<file path="src/rtl/rf_mp_if.sv">
// Bus bundle for the rf_mp register file: write, read and scoreboard-set ports.
// The testbench drives through the master modport; rf_mp uses the slave modport.
interface rf_mp_if #(
    parameter int XLEN  = 32,
    parameter int NREGS = 32,
    parameter int NRD   = 2
);
    localparam int AW = $clog2(NREGS);

    logic [1:0]          wr_en_i;
    logic [2*AW-1:0]     wr_addr_i;
    logic [2*XLEN-1:0]   wr_data_i;
    logic [NRD-1:0]      rd_en_i;
    logic [NRD*AW-1:0]   rd_addr_i;
    logic [NRD*XLEN-1:0] rd_data_o;
    logic [NRD-1:0]      rd_busy_o;
    logic                sb_set_i;
    logic [AW-1:0]       sb_addr_i;
    logic [NREGS-1:0]    busy_o;

    modport master (
        output wr_en_i, wr_addr_i, wr_data_i, rd_en_i, rd_addr_i, sb_set_i, sb_addr_i,
        input  rd_data_o, rd_busy_o, busy_o
    );

    modport slave (
        input  wr_en_i, wr_addr_i, wr_data_i, rd_en_i, rd_addr_i, sb_set_i, sb_addr_i,
        output rd_data_o, rd_busy_o, busy_o
    );
endinterface

</file>
<file path="src/rtl/rf_mp.sv">
// Two-write, NRD-read register file with a per-register pending (busy) scoreboard.
// Define RF_MP_BYPASS_EN to forward same-cycle write data to reads of that register.
module rf_mp #(
    parameter int XLEN  = 32,
    parameter int NREGS = 32,
    parameter int NRD   = 2
) (
    input logic   clk_i,
    input logic   rst_i,
    rf_mp_if.slave bus
);
    localparam int AW = $clog2(NREGS);

    logic [XLEN-1:0]     regs    [NREGS];
    logic [XLEN-1:0]     regs_nx [NREGS];
    logic [NREGS-1:0]    busy;
    logic [NREGS-1:0]    busy_nx;
    logic [NRD*XLEN-1:0] rd_data;
    logic [NRD*XLEN-1:0] rd_data_nx;
    logic [NRD-1:0]      rd_busy;
    logic [NRD-1:0]      rd_busy_nx;
    logic [AW-1:0]       wa;
    logic [AW-1:0]       ra;

    // Port 1 is applied after port 0 so it wins a same-address collision;
    // the scoreboard set is applied after the clears so set beats clear.
    always_comb begin
        regs_nx    = regs;
        busy_nx    = busy;
        rd_data_nx = '0;
        rd_busy_nx = '0;
        wa         = '0;
        ra         = '0;
        for (int k = 0; k < 2; k++) begin
            wa = bus.wr_addr_i[k*AW +: AW];
            if (bus.wr_en_i[k] && wa != '0) begin
                regs_nx[wa] = bus.wr_data_i[k*XLEN +: XLEN];
                busy_nx[wa] = 1'b0;
            end
        end
        if (bus.sb_set_i && bus.sb_addr_i != '0)
            busy_nx[bus.sb_addr_i] = 1'b1;
        busy_nx[0] = 1'b0;
        for (int p = 0; p < NRD; p++) begin
            ra = bus.rd_addr_i[p*AW +: AW];
            if (ra != '0) begin
`ifdef RF_MP_BYPASS_EN
                rd_data_nx[p*XLEN +: XLEN] = regs_nx[ra];
`else
                rd_data_nx[p*XLEN +: XLEN] = regs[ra];
`endif
            end
            rd_busy_nx[p] = busy_nx[ra];
        end
    end

    always_ff @(posedge clk_i) begin
        if (rst_i) begin
            for (int r = 0; r < NREGS; r++)
                regs[r] <= '0;
            busy    <= '0;
            rd_data <= '0;
            rd_busy <= '0;
        end else begin
            regs <= regs_nx;
            busy <= busy_nx;
            for (int p = 0; p < NRD; p++) begin
                if (bus.rd_en_i[p]) begin
                    rd_data[p*XLEN +: XLEN] <= rd_data_nx[p*XLEN +: XLEN];
                    rd_busy[p]              <= rd_busy_nx[p];
                end
            end
        end
    end

    assign bus.rd_data_o = rd_data;
    assign bus.rd_busy_o = rd_busy;
    assign bus.busy_o    = busy;
endmodule

</file>
<file path="src/flat_wrapper.sv">
// flat-port wrapper written by rule: the top's interface ports become plain ports
module rf_mp_flat 
#(
    parameter int XLEN  = 32,
    parameter int NREGS = 32,
    parameter int NRD   = 2
)
  (clk_i, rst_i, bus_wr_en_i, bus_wr_addr_i, bus_wr_data_i, bus_rd_en_i, bus_rd_addr_i, bus_sb_set_i, bus_sb_addr_i, bus_rd_data_o, bus_rd_busy_o, bus_busy_o);
  rf_mp_if #(.XLEN(XLEN), .NREGS(NREGS), .NRD(NRD)) bus_i ();
  input logic clk_i;
  input logic rst_i;
  input wire logic [$bits(bus_i.wr_en_i)-1:0] bus_wr_en_i;
  input wire logic [$bits(bus_i.wr_addr_i)-1:0] bus_wr_addr_i;
  input wire logic [$bits(bus_i.wr_data_i)-1:0] bus_wr_data_i;
  input wire logic [$bits(bus_i.rd_en_i)-1:0] bus_rd_en_i;
  input wire logic [$bits(bus_i.rd_addr_i)-1:0] bus_rd_addr_i;
  input wire logic [$bits(bus_i.sb_set_i)-1:0] bus_sb_set_i;
  input wire logic [$bits(bus_i.sb_addr_i)-1:0] bus_sb_addr_i;
  output wire logic [$bits(bus_i.rd_data_o)-1:0] bus_rd_data_o;
  output wire logic [$bits(bus_i.rd_busy_o)-1:0] bus_rd_busy_o;
  output wire logic [$bits(bus_i.busy_o)-1:0] bus_busy_o;
  assign bus_i.wr_en_i = bus_wr_en_i;
  assign bus_i.wr_addr_i = bus_wr_addr_i;
  assign bus_i.wr_data_i = bus_wr_data_i;
  assign bus_i.rd_en_i = bus_rd_en_i;
  assign bus_i.rd_addr_i = bus_rd_addr_i;
  assign bus_i.sb_set_i = bus_sb_set_i;
  assign bus_i.sb_addr_i = bus_sb_addr_i;
  assign bus_rd_data_o = bus_i.rd_data_o;
  assign bus_rd_busy_o = bus_i.rd_busy_o;
  assign bus_busy_o = bus_i.busy_o;
  rf_mp #(.XLEN(XLEN), .NREGS(NREGS), .NRD(NRD)) u_core (.clk_i(clk_i), .rst_i(rst_i), .bus(bus_i));
endmodule
</file>
<file path="config.mk">
export PLATFORM = sky130hd
export DESIGN_NAME = rf_mp_flat
export DESIGN_NICKNAME = d
export VERILOG_FILES = /design/src/rtl/rf_mp_if.sv /design/src/rtl/rf_mp.sv /design/src/flat_wrapper.sv
export SDC_FILE = /design/constraint.sdc
export NUM_CORES = 2
export LEC_CHECK = 0
export BUFFER_PORTS_ARGS = -buffer_cell sky130_fd_sc_hd__buf_2
export CELL_PAD_IN_SITES_DETAIL_PLACEMENT = 1
export CELL_PAD_IN_SITES_GLOBAL_PLACEMENT = 1
export CORE_ASPECT_RATIO = 1.1
export CORE_MARGIN = 2
export CORE_UTILIZATION = 31
export DETAILED_ROUTE_END_ITERATION = 6
export PLACE_DENSITY = 0.63
export SYNTH_ARGS = -nofsm -noshare
export SYNTH_HDL_FRONTEND = slang
export SYNTH_SLANG_ARGS = --single-unit
</file>
<file path="constraint.sdc">
create_clock -name clk_i -period 4.6 [get_ports clk_i]
set_clock_uncertainty 0.2 [all_clocks]
set_input_delay 1.38 -clock clk_i [delete_from_list [all_inputs] [get_ports clk_i]]
set_output_delay 1.38 -clock clk_i [all_outputs]
set_load 0.05 [all_outputs]
</file>
* Yosys cells after proc, flatten, opt, wreduce, memory -nomap -nowiden
Cells that the tools add are included.
Storage, ports and cells: register bits after elaboration 1122, input bits 96, output and inout bits 98
Operators by class: order comparisons 14, multiplexer cells 29, bitwise gates (word level) 9, reductions and logical operators 13
Operators by type and width (count):
- 1024-bit bitwise mux | 2
- 1024-bit two-way mux | 2
- 32-bit two-way mux | 11
- 32-bit binary-select mux with 5-bit select | 2
- 32-bit demux with 5-bit select | 2
- 32-bit bitwise AND | 2
- 32-bit NOT | 2
- 32-bit OR | 1
- 5-bit by 6-bit less-than comparator with 1-bit output, second input constant | 5
- 5-bit nonzero test | 5
- 6-bit >= comparator, second input constant | 4
- 5-bit NOT with 6-bit output | 4
- 1-bit demux with 5-bit select | 3
- 5-bit by 1-bit >= comparator with 1-bit output, second input constant | 3
- 6-bit by 1-bit less-than comparator with 1-bit output, second input constant | 2
- 1-bit binary-select mux with 5-bit select | 2
- 1-bit logical AND | 8
- 1-bit two-way mux | 5

* Longest topological paths before layout
word-level depth 13, mapped depth 10

* Worst setup path before layout
No wires, ideal clock.
path type input -> register, from input port bus_rd_addr_i[5], to register u_core.rd_data[33], in the netlist u_core.bus.rd_data_o[33], setup time 0.128 ns, arrival 3.381 ns, data required time 4.272 ns, slack 0.892 ns, stages 8, buffers on the path 2, path through buf_2 > buf_1 > mux4_2 > mux4_2 > mux2i_1 > nor2_1 > a21oi_1 > nor2_1
Between the ends: longest elaborated chain between the ends 5, elaborated cells on any way between the ends 6
Ends and longest elaborated chain:
- start, declared | line flat_wrapper.sv:16 | input wire logic [$bits(bus_i.rd_addr_i)-1:0] bus_rd_addr_i;
- 5-bit NOT with 6-bit output (implied by the code) | line rf_mp.sv:50 | rd_data_nx[p*XLEN +: XLEN] = regs[ra];
- 32-bit binary-select mux with 5-bit select | line rf_mp.sv:50
- 32-bit two-way mux (implied by the code) (2 in series) | line rf_mp.sv:50
- 32-bit two-way mux (*) | line rf_mp.sv:46 | if (ra != '0) begin
- end signal, assigned by index | line rf_mp.sv:69 | rd_data[p*XLEN +: XLEN] <= rd_data_nx[p*XLEN +: XLEN];
- end, declared | line rf_mp.sv:18 | logic [NRD*XLEN-1:0] rd_data;
Every way passes the cells marked *; elsewhere a longest branch is shown, timed or not. The select of a mux whose other input is x is not followed. A chain may end at the register's enable or synchronous reset.

* Final worst setup path
from input port bus_wr_addr_i[1], to register u_core.rd_busy[0], in the netlist u_core.bus.rd_busy_o[0]
Between the ends: longest elaborated chain between the ends 13, elaborated cells on any way between the ends 16
Ends and longest elaborated chain:
- start, declared | line flat_wrapper.sv:13 | input wire logic [$bits(bus_i.wr_addr_i)-1:0] bus_wr_addr_i;
- 5-bit by 6-bit less-than comparator with 1-bit output (implied by the code) / 5-bit by 1-bit >= comparator with 1-bit output (equally long branches) | line rf_mp.sv:38 | busy_nx[wa] = 1'b0;
- 1-bit logical AND (implied by the code) | line rf_mp.sv:38
- 1-bit two-way mux (implied by the code) | line rf_mp.sv:38
- 1-bit demux with 5-bit select
- 32-bit NOT (no source line)
- 32-bit bitwise AND (no source line)
- 32-bit two-way mux (*) | line rf_mp.sv:36 | if (bus.wr_en_i[k] && wa != '0) begin
- 32-bit bitwise AND (no source line)
- 32-bit two-way mux (*) | line rf_mp.sv:36
- 32-bit OR (no source line)
- 32-bit two-way mux (*) | line rf_mp.sv:41 | if (bus.sb_set_i && bus.sb_addr_i != '0)
- 1-bit binary-select mux with 5-bit select (*) | line rf_mp.sv:53 | rd_busy_nx[p] = busy_nx[ra];
- 1-bit two-way mux (implied by the code) (*) | line rf_mp.sv:53
- end signal, assigned by index | line rf_mp.sv:70 | rd_busy[p] <= rd_busy_nx[p];
- end, declared | line rf_mp.sv:20 | logic [NRD-1:0] rd_busy;
Marks and branches as above.

==> flow_summary.json <==
{
  "synth_top_family_by_area": "multiplexers",
  "root_buffer": "clkbuf_16",
  "ys.flop_type": "dfxtp_1",
  "cts_tree": "built",
  "rsz0062_at_grt": "no",
  "io_buffers": 192,
  "worst_pin_slew_ns": 1.30,
  "hold_path_depth": 1,
  "ys_types": 59,
  "antenna_left": 0,
  "hold_violations": 0,
  "synth-warning-count": 0,
  "r2r_cells": 6,
  "grt_pass1_wl_microns": 478000,
  "hp-class": "register to register",
  "area_growth_syn_to_layout_pct": 13.2,
  "path_class": "primary input to register",
  "synth_area_sq_um": 64600,
  "final.setup.tns_ns": 0,
  "cpMaxStageDelayCell": "nor2b_4",
  "wl_microns": 337000,
  "layout_commonest_cell": "dfxtp_1",
  "cts_buffers": 130,
  "drc": 0,
  "die_height_microns": 483,
  "async_flop_share": 0,
  "arrival_ns": 3.96,
  "max_freq_ghz": 0.288,
  "cellPowerDensity_nw_per_um2": 323,
  "antenna_found_initial": 51,
  "viasPerCell": 6.65,
  "synthMuxAreaShare": 0.276,
  "synth_edf_count": 0,
  "drive_above_1_share": 0.208,
  "synth-simple-area-share": 0.169,
  "ys_seq_area_frac": 0.347,
  "ir_drop_mv": 0.226,
  "num_rows": 175,
  "io_pins": 194,
  "ys_ff_latch": 1121,
  "initial_core_util": 0.312,
  "place_congestion": 0.921,
  "final_util": 0.353,
  "fp.dieW_microns": 439,
  "synthXorXnorAreaFrac": 0,
  "overflow": 0,
  "dieArea_sq_um": 212000,
  "critPathRequiredTime_ns": 5.09,
  "finalSetupViolCount": 0,
  "syn_nets": 7068,
  "end_kind": "register",
  "power_frac_seq": 0.426,
  "cts_hold_buf": 0,
  "p_int_mw": 16.9,
  "fin_crit_ns": 3.47,
  "grt_pass1_vias": 63300,
  "drv_cap": 0,
  "status": "finished clean",
  "ctsLongestPathBuffers": 3,
  "startpoint_type": "primary input",
  "combinationalPowerShare": 0.108,
  "fillers": 23200,
  "post-cts-setup-buffer-count": 0,
  "post-route-period-util": 0.755,
  "slew_violations": 0,
  "dr_total_vias": 63200,
  "p_leak_nw": 24.9,
  "synth_cells": 6972,
  "grt_max_degree": 126,
  "synth_fa_ha_area_frac": 0,
  "htree_levels": 4,
  "fin_nets": 6712,
  "clk_pin_slew_worst_paths_ns": 0.06,
  "post-dp-hpwl_microns": 199000,
  "crit_chain": "buf_2 > nor2b_4 > nand2_2 > buf_4 > a311oi_1 > a2111o_1 > o2111ai_1 > o21ai_0 > a22oi_1",
  "swShare": 0.283,
  "p_clk_frac": 0.466,
  "clkLatencyLatePin_ns": 0.84,
  "wl_per_cell_microns": 35.5,
  "cpPeakStageDelay_ns": 0.67,
  "maxSlewHeadroom": 0.132,
  "final_cell_mix": "dfxtp_1, nor2_1, nand2_1",
  "drt_iter0_markers": 7328,
  "syn_avg_cell_area_sq_um": 9.27,
  "cts_resized": 0,
  "grt_util_all_layers": 0.310,
  "design.core.area_sq_um": 207000,
  "p_switching_mw": 6.69,
  "critPathMaxFanout": 16,
  "drtPass1Iterations": 6,
  "synth_compound_area_frac": 0.150,
  "clkSinkCount": 1121
}
[registers in the layout (all words and copies together) (netlist names)]
name and flops:
u_core.bus.rd_data_o 64, u_core.bus.busy_o 31, u_core.regs 1024, u_core.bus.rd_busy_o 2
[logic make-up after synthesis]
logic type,count (synthesis)
simple gates,2705
compound gates,1220
flops,1121
mux,977
buf+inv,948
other cells,1
[worst max-delay path: cells and delay by family]
family,cells,cell delay (ns)
AOI/OAI and AO/OA,5,1.08
buffers and inverters,2,0.56
and+or+nand+nor,2,0.91
[metrics by stage]
step | cell area (sq um) | total power, mW | std cells | setup WS, ns | hold WS [ns]
after floorplan | 64600 | 11.7 | 6972 | 0.892 | 0.251
after global placement | 68700 | 12.7 | 9227 | 0.326 | 0.263
after detailed placement | 68700 | 12.8 | 9227 | 0.337 | 0.270
after CTS | 73100 | 23.6 | 9460 | 1.14 | 0.282
after global routing | 73100 | 24.1 | 9482 | 1.05 | 0.297
final | 73100 | 23.6 | 9494 | 1.13 | 0.284
[synthesized netlist by cell type (all sizes together) (2+ instances only)]
cell type | count | area, sq um
nor2 | 1132 | 4250
and4 | 3 | 26.3
o21ai | 68 | 340
mux2i | 328 | 3280
inv | 5 | 18.8
a211oi | 290 | 2180
or2 | 2 | 12.5
a31oi | 3 | 18.8
clkbuf | 763 | 2860
a22oi | 2 | 15.0
clkinv | 2 | 7.51
and2 | 10 | 62.6
a32oi | 22 | 200
o211ai | 4 | 30.0
nand3b | 2 | 15.0
nand3 | 325 | 1630
and4b | 8 | 80.1
nand2b | 4 | 25.0
nor3b | 2 | 15.0
a32o | 5 | 50.1
nor4bb | 7 | 70.1
dfxtp | 1121 | 22400
or4 | 2 | 15.0
nor2b | 45 | 282
nor3 | 2 | 10.0
nand4b | 3 | 41.3
and4bb | 2 | 25.0
nor4b | 3 | 41.3
buf | 178 | 801
a21oi | 103 | 515
nand2 | 1150 | 4320
a311o | 2 | 20.0
mux4 | 646 | 14500
a311oi | 710 | 6220
mux2 | 3 | 33.8
[metal layers]
layer  up-vias  share of wire  track usage  wire [microns]
met1     32800           0.37        0.372          125000
met5         -        0.00036            0             122
met4        20          0.088        0.244           29700
met2      3831           0.45        0.478          151000
li1      25300              -            -               -
met3      1217          0.093       0.0738           31300
[power groups by stage]
| stage | sequential [mW] | clock [mW] | combinational, mW |
|---|---|---|---|
| detailed placement | 10.3 | 0 | 2.50 |
| floorplan | 10.2 | 0 | 1.48 |
| global route | 10.1 | 11.4 | 2.63 |
| CTS | 10.1 | 11.1 | 2.51 |
| finish | 10.1 | 11.0 | 2.56 |
| global placement | 10.3 | 0 | 2.47 |
[final cells by class]
| cell class | count | area (sq um) | area share |
|---|---|---|---|
| diodes | 34 | 85.1 | 0.00116 |
| well taps | 2743 | 3430 | 0.0469 |
| clock buffers | 189 | 3790 | 0.0518 |
| clock inverters | 44 | 533 | 0.00729 |
| flip-flops and latches | 1121 | 22400 | 0.307 |
| repair buffers | 453 | 3820 | 0.0523 |
| inverters | 7 | 36.3 | 0.000496 |
| multi-input cells | 4903 | 39000 | 0.533 |
[worst paths after layout]
check        slack [ns]                        to              start
min                0.28         u_core.regs[1003]  u_core.regs[1003]
max reg2reg        2.13  u_core.bus.rd_data_o[17]   u_core.regs[273]
max                1.13   u_core.bus.rd_busy_o[0]   bus_wr_addr_i[1]
min reg2reg        0.28         u_core.regs[1003]  u_core.regs[1003]
Note: power is estimated with default switching activity, not from simulation.
